[src/rtl/fetch_pkg.sv]
// Shared types for the instruction fetch path: one buffered fetch entry
// holds the instruction word together with the PC it was fetched from.
package fetch_pkg;

  localparam int FETCH_DATA_WIDTH = 32;

  typedef struct packed {
    logic [FETCH_DATA_WIDTH-1:0] pc;
    logic [FETCH_DATA_WIDTH-1:0] instr;
  } fetch_entry_t;

endpackage

[src/rtl/instr_fetch_buffer.sv]
// Circular buffer between fetch and decode. A flush from a taken branch
// empties the buffer in one cycle; there is no empty-to-output bypass.
module instr_fetch_buffer
  import fetch_pkg::*;
#(
  parameter int DATA_WIDTH = FETCH_DATA_WIDTH,
  parameter int DEPTH      = 4
) (
  input  logic                     clk,
  input  logic                     rst,
  input  logic                     in_valid,
  input  logic [DATA_WIDTH-1:0]    in_instr,
  input  logic [DATA_WIDTH-1:0]    in_pc,
  output logic                     in_ready,
  output logic                     out_valid,
  output logic [DATA_WIDTH-1:0]    out_instr,
  output logic [DATA_WIDTH-1:0]    out_pc,
  input  logic                     out_ready,
  input  logic                     flush,
  output logic [$clog2(DEPTH):0]   level
);

  localparam int PTR_W = $clog2(DEPTH);
  localparam int LVL_W = $clog2(DEPTH) + 1;

  // Handshake: a transfer happens on a rising edge where valid && ready are
  // both high and flush is low; in_ready and out_valid depend only on the
  // registered level, never on the opposite side's valid/ready.

  fetch_entry_t           mem_q [DEPTH];
  fetch_entry_t           mem_d [DEPTH];
  logic [PTR_W-1:0]       head_q, head_d;
  logic [PTR_W-1:0]       tail_q, tail_d;
  logic [LVL_W-1:0]       level_q, level_d;
  logic                   push;
  logic                   pop;
  fetch_entry_t           head_entry;

  assign in_ready   = (level_q != LVL_W'(DEPTH));
  assign out_valid  = (level_q != '0);
  assign level      = level_q;
  assign head_entry = mem_q[head_q];
  assign out_instr  = out_valid ? DATA_WIDTH'(head_entry.instr) : '0;
  assign out_pc     = out_valid ? DATA_WIDTH'(head_entry.pc) : '0;

  always_comb begin
    push    = in_valid && in_ready && !flush;
    pop     = out_valid && out_ready && !flush;
    mem_d   = mem_q;
    head_d  = head_q;
    tail_d  = tail_q;
    level_d = level_q;
    if (flush) begin
      head_d  = '0;
      tail_d  = '0;
      level_d = '0;
    end else begin
      if (push) begin
        mem_d[tail_q].pc    = FETCH_DATA_WIDTH'(in_pc);
        mem_d[tail_q].instr = FETCH_DATA_WIDTH'(in_instr);
        tail_d              = tail_q + PTR_W'(1);
      end
      if (pop) begin
        head_d = head_q + PTR_W'(1);
      end
      level_d = level_q + LVL_W'(push) - LVL_W'(pop);
    end
  end

  always_ff @(posedge clk) begin
    if (!rst) begin
      head_q  <= '0;
      tail_q  <= '0;
      level_q <= '0;
    end else begin
      head_q  <= head_d;
      tail_q  <= tail_d;
      level_q <= level_d;
    end
  end

  // Storage is not reset: stale entries are masked by out_valid.
  always_ff @(posedge clk) begin
    mem_q <= mem_d;
  end

endmodule

[config.mk]
export PLATFORM = sky130hd
export DESIGN_NAME = instr_fetch_buffer
export DESIGN_NICKNAME = d
export VERILOG_FILES = /design/src/rtl/fetch_pkg.sv /design/src/rtl/instr_fetch_buffer.sv
export SDC_FILE = /design/constraint.sdc
export NUM_CORES = 1
export LEC_CHECK = 0
export CORE_ASPECT_RATIO = 1.2
export CORE_MARGIN = 3
export CORE_UTILIZATION = 60
export CTS_BUF_LIST = sky130_fd_sc_hd__clkbuf_8
export DETAILED_ROUTE_END_ITERATION = 16
export DONT_BUFFER_PORTS = 1
export GPL_ROUTABILITY_DRIVEN = 1
export PLACE_DENSITY_LB_ADDON = 0.25
export SYNTH_ARGS = -nofsm -noshare
export SYNTH_HDL_FRONTEND = slang
export SYNTH_SLANG_ARGS = --single-unit
[constraint.sdc]
create_clock -name clk -period 3.3 [get_ports clk]
set_input_delay 0.165 -clock clk [delete_from_list [all_inputs] [get_ports clk]]
set_output_delay 0.165 -clock clk [all_outputs]
set_load 0.05 [all_outputs]
==> results of run 1 <==
## layer usage
| metal | wire length, µm | vias to the layer above | global-route usage (%) | share of wire (%) |
|---|---|---|---|---|
| met2 | 10900 | 163 | 37.6 | 52 |
| met3 | 1360 | 40 | 5.77 | 6.5 |
| li1 | - | 2449 | - | - |
| met1 | 8290 | 2825 | 27.5 | 39 |
| met5 | 7 | - | 0 | 0.033 |
| met4 | 433 | 2 | 7.10 | 2.1 |
## report_power, final
group	internal, µW	switching [µW]	total (µW)
clock network	1290	1180	2460
registers	3700	16.8	3720
logic	155	274	428
total	5140	1470	6610
## synth_stat cells
library cell    n
ha_1            6
edfxtp_1      256
or3_1           1
buf_6           5
buf_2           9
mux4_2         64
nor2_1          5
inv_1           5
dfxtp_1         7
and3_1          4
nor2b_1         2
and2_1        195
nand3_1         1
clkbuf_1       20
or3b_1          1
o311ai_0        1
fa_1            1
nand4_1         1
nor3_1          1
nand2b_1        1
o31ai_2         1
xor2_1          3
a21oi_1         1
a21o_1          1
o31ai_1         1
## worst min path at each step
stage	from	to	slack, ns	depth (start not counted)
6_report	in_valid	tail_q[0]	0.05	3
5_1_grt	in_valid	tail_q[0]	0.08	3
4_1_cts	in_valid	tail_q[0]	0.007	3
3_5_place_dp	in_pc[26]	mem_q[122]	0.26	0
3_3_place_gp	in_pc[0]	mem_q[160]	0.26	0
2_1_floorplan	in_pc[4]	mem_q[100]	0.26	0
## worst reg2reg max path, cell delays in order (launching register included)
cell	delay [ns]
dfxtp_1	0.52
or3b_1	0.48
and2_1	0.18
inv_1	0.06
ha_1	0.22
inv_1	0.06
ha_1	0.13
inv_1	0.06
fa_1	0.41
xor2_1	0.16
and2_1	0.16
nor3_1	0.11
## cells in the final DEF (no fill, tap or decap), drive strengths merged, types with 2 or more instances in the layout
master	n
nor2b	2
buf	23
dlygate4sd3	68
xor2	3
clkinvlp	3
clkinv	11
o31ai	2
nor2	5
edfxtp	256
and2	195
mux4	64
and3	4
ha	6
dfxtp	7
inv	20
clkbuf	43
## cell families after synthesis
family          count (synthesis)
compound gates                  5
xor+xnor                        3
fa+ha+maj                       7
buf+inv                        39
flops                         263
mux                            64
simple gates                  212
## state kept, by name, summed over array words and instances, names as in the netlist
name    count
level       3
mem_q     256
head_q      2
tail_q      2
## final cells by class
class,count,area (µm²),share of cell area [%]
clock buffer,43,592,4.65
clock inverter,30,155,1.22
sequential,263,7840,61.5
timing repair buffer,91,916,7.19
multi-input combinational,291,2940,23.1
inverter,5,18.8,0.147
tap,220,275,2.16
## metrics by stage
step	hold WS [ns]	instances	setup WS, ns	utilization (%)
after floorplan	0.264	593	0.0193	-
after global placement	0.264	802	0.804	63.8
after detailed placement	0.264	802	0.713	63.8
after CTS	0.00667	943	0.371	71.9
after global routing	0.0758	943	0.289	71.9
final	0.0505	943	0.412	71.9
==> results.sh, run 1 <==
export IMPL_outcome="complete, no violations"
export IMPL_cpLargestDelayFamily="simple AND/OR/NAND/NOR gates"
export IMPL_rows=53
export IMPL_die_area_mm2=0.0199
export IMPL_clock_tree_root_cell="clkbuf_8"
export IMPL_power_density_mw_per_mm2=519
export IMPL_fmax_ghz=0.346
export IMPL_synth_top_family_by_area="multiplexers"
export IMPL_fin_crit_ns=2.89
export IMPL_finalPower_uw=6610
export IMPL_cts_max_level=2
export IMPL_die_width_um=129
export IMPL_slowest_stage="dfxtp_1"
export IMPL_design_core_area_mm2=0.0177
export IMPL_r2r_slack_ns=0.68
export IMPL_synth_fp_nets=669
export IMPL_crit_type="reg2out"
export IMPL_cts_buffers=40
export IMPL_fin_area_mm2=0.0127
export IMPL_cts_tree="built"
export IMPL_wl_um=21000
export IMPL_cts_sinks=263
export IMPL_rsz0062_at_grt="no"
export IMPL_track_usage_pct=22.0
export IMPL_critical_path_required_ns=3.13
export IMPL_cts_setup_buffers=0
export IMPL_dr_total_vias=5479
export IMPL_synth_compound_gate_area_share_pct=0.377
export IMPL_ctsHoldBuffers=68
export IMPL_wl_per_cell_um=22.3
export IMPL_setup_worst_path_end="out_pc[23]"
export IMPL_syn_avg_cell_area_um2=18.4
export IMPL_drt_iter0_markers=326
export IMPL_crit_chain="or3_2 > buf_4 > and2_1"
export IMPL_dp_hpwl_um=12200
export IMPL_antenna_found_initial=1
export IMPL_peakVddDrop_v=0.000413
export IMPL_synth_top_cell_area_share_pct=70.3
export IMPL_final_layout_size_suffix_gt1_share_pct=20.2
export IMPL_gp_congestion=0.741
export IMPL_timing_rr_end="level[2]"
export IMPL_remaining_drc_errors=0
export IMPL_worstPathMaxFanout=27
export IMPL_top_level_ports=138
export IMPL_ant_nets=0
export IMPL_fill_cells=1094
export IMPL_fin_crit_sh_pct=87.5
export IMPL_cp_arrival_ns=2.72
export IMPL_viasPerCell=5.81
export IMPL_cp_num_cells=3
export IMPL_fin_tns_setup_ns=0
export IMPL_portBuffers=0
export IMPL_maxCapViolations=0
export IMPL_ys_types=25
export IMPL_min_path_type="in2reg"
export IMPL_critPathCaptureType="output port"
export IMPL_crit_buf_inv=1
export IMPL_final_nets=768
export IMPL_grt_overflow=0
export IMPL_clk_latency_ns=0.53
export IMPL_yosysSeqAreaShare_pct=71.5
export IMPL_drv_slew=0
export IMPL_start_kind="flop"
export IMPL_area_growth_pct=16.4
export IMPL_setup_viol=0
export IMPL_yosys_area_share_simple_pct=12.0
export IMPL_synthXorXnorAreaFrac_pct=0.240
export IMPL_synth_adder_area_share_pct=0.869
export IMPL_slowest_delay_ns=0.73
export IMPL_synth_top_area_cell="edfxtp_1"
export IMPL_hold_viol_final=0
export IMPL_netlist_instances=593
export IMPL_reg2reg_from="level[0]"
export IMPL_first_pass_iters=4
export IMPL_grt_pass1_wl_um=33000
export IMPL_finalClockSkew_ns=0.0246
export IMPL_synthMuxAreaShare_pct=13.2
export IMPL_worst_slew_pin_slew_ns=0.638
export IMPL_rr_worst_depth=11
export IMPL_clk_pin_slew_ns=0.06
export IMPL_placed_area_mm2=0.0113
export IMPL_synth_area_mm2=0.0109
export IMPL_worstSetupStartpoint="level[0]"
export IMPL_die_h_um=154
export IMPL_num_antenna_cells=0
export IMPL_start_util_pct=61.8
export IMPL_slew_headroom_pct=57.4
export IMPL_grt_pass1_vias=6097
export IMPL_cts_max_path_buffers=3
export IMPL_leakagePower_uw=0.00425
export IMPL_postCtsResizedCells=0
export IMPL_ys_warn_count=0
export IMPL_ys_seq_elements=263
export IMPL_grt_max_degree=38
export IMPL_synthTopCellsByArea="edfxtp_1 (70%), mux4_2 (13%), and2_1 (11%), dfxtp_1 (1.3%), clkbuf_1 (0.69%)"
Power figures use the tool's default switching activity.
==> run 2: changes to the inputs <==
--- a/config.mk
+++ b/config.mk
@@ -5,12 +5,12 @@
 export SDC_FILE = /design/constraint.sdc
 export NUM_CORES = 1
 export LEC_CHECK = 0
+export BUFFER_PORTS_ARGS = -buffer_cell sky130_fd_sc_hd__buf_2
 export CORE_ASPECT_RATIO = 1.2
 export CORE_MARGIN = 3
 export CORE_UTILIZATION = 60
 export CTS_BUF_LIST = sky130_fd_sc_hd__clkbuf_8
 export DETAILED_ROUTE_END_ITERATION = 16
-export DONT_BUFFER_PORTS = 1
 export GPL_ROUTABILITY_DRIVEN = 1
 export PLACE_DENSITY_LB_ADDON = 0.25
 export SYNTH_ARGS = -nofsm -noshare
==> constraint.sdc (replaced) <==
create_clock -name clk -period 3.3 [get_ports clk]
set_input_delay 0.495 -clock clk [delete_from_list [all_inputs] [get_ports clk]]
set_output_delay 0.495 -clock clk [all_outputs]
set_load 0.05 [all_outputs]
==> run 2 against run 1 <==
  * Die area is the same
  * Cell count is 7.1% higher
  * Critical path depth unchanged
  * Via count rose by 4.9%
  * Routed wire length up 1.3%
  * Critical path type unchanged
  * Critical endpoint is now out_instr[6]
  * Largest power group unchanged
==> results.sh, run 2 (synthesis results as in run 1) <==
export IMPL_fin_crit_sh_pct=89.0
export IMPL_grt_pass1_vias=6323
export IMPL_grt_overflow=0
export IMPL_cp_arrival_ns=2.44
export IMPL_largest_register="mem_q"
export IMPL_fin_tns_setup_ns=0
export IMPL_peakVddDrop_v=0.000315
export IMPL_hold_viol_final=0
export IMPL_timing_rr_end="level[2]"
export IMPL_r2r_slack_ns=0.72
export IMPL_start_kind="flop"
export IMPL_grt_max_degree=66
export IMPL_maxCapViolations=0
export IMPL_setup_viol=0
export IMPL_worst_slew_pin_slew_ns=1.02
export IMPL_area_growth_pct=15.9
export IMPL_min_path_type="in2reg"
export IMPL_final_nets=833
export IMPL_design_core_area_mm2=0.0177
export IMPL_ctsHoldBuffers=0
export IMPL_first_pass_iters=5
export IMPL_rsz0062_at_grt="no"
export IMPL_drt_iter0_markers=471
export IMPL_worstSetupStartpoint="level[1]"
export IMPL_dr_total_vias=5748
export IMPL_critPathCaptureType="output port"
export IMPL_fin_crit_ns=2.94
export IMPL_grt_pass1_wl_um=33700
export IMPL_gp_congestion=0.748
export IMPL_wl_per_cell_um=21.1
export IMPL_fmax_ghz=0.340
export IMPL_cts_max_path_buffers=3
export IMPL_cts_setup_buffers=0
export IMPL_largest_register_ff_count=256
export IMPL_clk_pin_slew_ns=0.06
export IMPL_clkPwrFrac_pct=37.0
export IMPL_clock_tree_root_cell="clkbuf_8"
export IMPL_switching_share_pct=22.4
export IMPL_clk_latency_ns=0.53
export IMPL_cts_tree="built"
export IMPL_leakagePower_uw=0.00460
export IMPL_rr_worst_depth=11
export IMPL_wl_um=21300
export IMPL_viasPerCell=5.69
export IMPL_rows=53
export IMPL_cts_sinks=263
export IMPL_utilization_pct=71.6
export IMPL_crit_type="reg2out"
export IMPL_dp_hpwl_um=12900
export IMPL_final_common_cell="edfxtp_1"
export IMPL_final_cell_mix="edfxtp_1 (256), and2_1 (195), buf_2 (137), mux4_2 (64), clkbuf_8 (45)"
export IMPL_portBuffers=137
export IMPL_top_level_ports=138
export IMPL_outcome="complete, no violations"
export IMPL_final_layout_size_suffix_gt1_share_pct=35.1
export IMPL_drv_slew=0
export IMPL_die_area_mm2=0.0199
export IMPL_switchingPower_uw=1480
export IMPL_ant_nets=0
export IMPL_critical_path_required_ns=2.80
export IMPL_track_usage_pct=22.4
export IMPL_die_h_um=154
export IMPL_reg2reg_from="level[2]"
export IMPL_slew_headroom_pct=31.8
export IMPL_remaining_drc_errors=0
export IMPL_start_util_pct=61.8
export IMPL_cts_buffers=41
export IMPL_pwr_share_seq_pct=56.5
export IMPL_worstPathMaxFanout=65
export IMPL_finalClockSkew_ns=0.0125
export IMPL_die_width_um=129
export IMPL_postCtsResizedCells=0
export IMPL_internal_power_uw=5100
export IMPL_setup_worst_path_end="out_instr[6]"
export IMPL_pwr_share_comb_pct=6.4
export IMPL_antenna_found_initial=3
export IMPL_power_density_mw_per_mm2=519
export IMPL_cts_max_level=2
## run 2: changes by cell type in the layout (fill, tap and decap cells not counted), sizes merged
| cell | before | now |
|---|---|---|
| buf | 23 | 155 |
| dlygate4sd3 | 68 | 0 |
| inv | 20 | 24 |
| clkbuf | 43 | 45 |
| clkinvlp | 3 | 1 |
| bufinv | 1 | 0 |
| clkinv | 11 | 10 |
| diode | 0 | 1 |
## run 2: worst max-delay path, cell delays in order, from the launching register on
cell     delay, ns
dfxtp_1       0.37
or3_2         0.95
and2_1        0.35
buf_2         0.22
## run 2: cell type report
cell class / count / area [µm²]
diodes: 1 / 2.50
multi-input cells: 291 / 2940
clock inverters: 30 / 121
inverters: 5 / 18.8
repair buffers: 155 / 871
fillers: 1138 / 5020
flip-flops and latches: 263 / 7840
clock buffers: 45 / 619
well taps: 220 / 275
## run 2: power groups by stage
| stage | clock network [µW] | registers [µW] | logic, µW |
|---|---|---|---|
| 6_report | 2440 | 3720 | 424 |
| 2_1_floorplan | 0 | 3790 | 279 |
| 3_3_place_gp | 0 | 3780 | 418 |
| 5_1_grt | 2650 | 3720 | 457 |
| 4_1_cts | 2500 | 3720 | 430 |
| 3_5_place_dp | 0 | 3790 | 429 |
## run 2: worst min-delay path by stage
stage                    from         end  slack [ns]  cells after the start
global placement    tail_q[1]   tail_q[1]        0.54                      2
global route        in_pc[15]  mem_q[239]        0.16                      1
floorplan           tail_q[1]   tail_q[1]        0.52                      2
CTS                 in_pc[18]   mem_q[50]        0.15                      1
detailed placement  tail_q[1]   tail_q[1]        0.59                      2
finish              in_pc[18]   mem_q[50]        0.18                      1
## run 2: through the flow
stage | hold slack [ns] | instances | total power, µW | worst slack, ns | cell area (µm²)
after floorplan | 0.519 | 593 | 4070 | 0.0193 | 10900
after global placement | 0.540 | 934 | 4200 | 0.710 | 11900
after detailed placement | 0.586 | 934 | 4220 | 0.569 | 11900
after CTS | 0.149 | 1009 | 6650 | 0.317 | 12700
after global routing | 0.162 | 1010 | 6820 | 0.186 | 12700
final | 0.183 | 1010 | 6580 | 0.362 | 12700
## run 2: per-layer routing
layer	wire (µm)	up-vias	global-route usage, %
met1	8510	2912	29.8
met3	1210	50	4.24
met4	558	4	8.80
li1	-	2584	-
met5	21	-	0
met2	11000	198	37.0
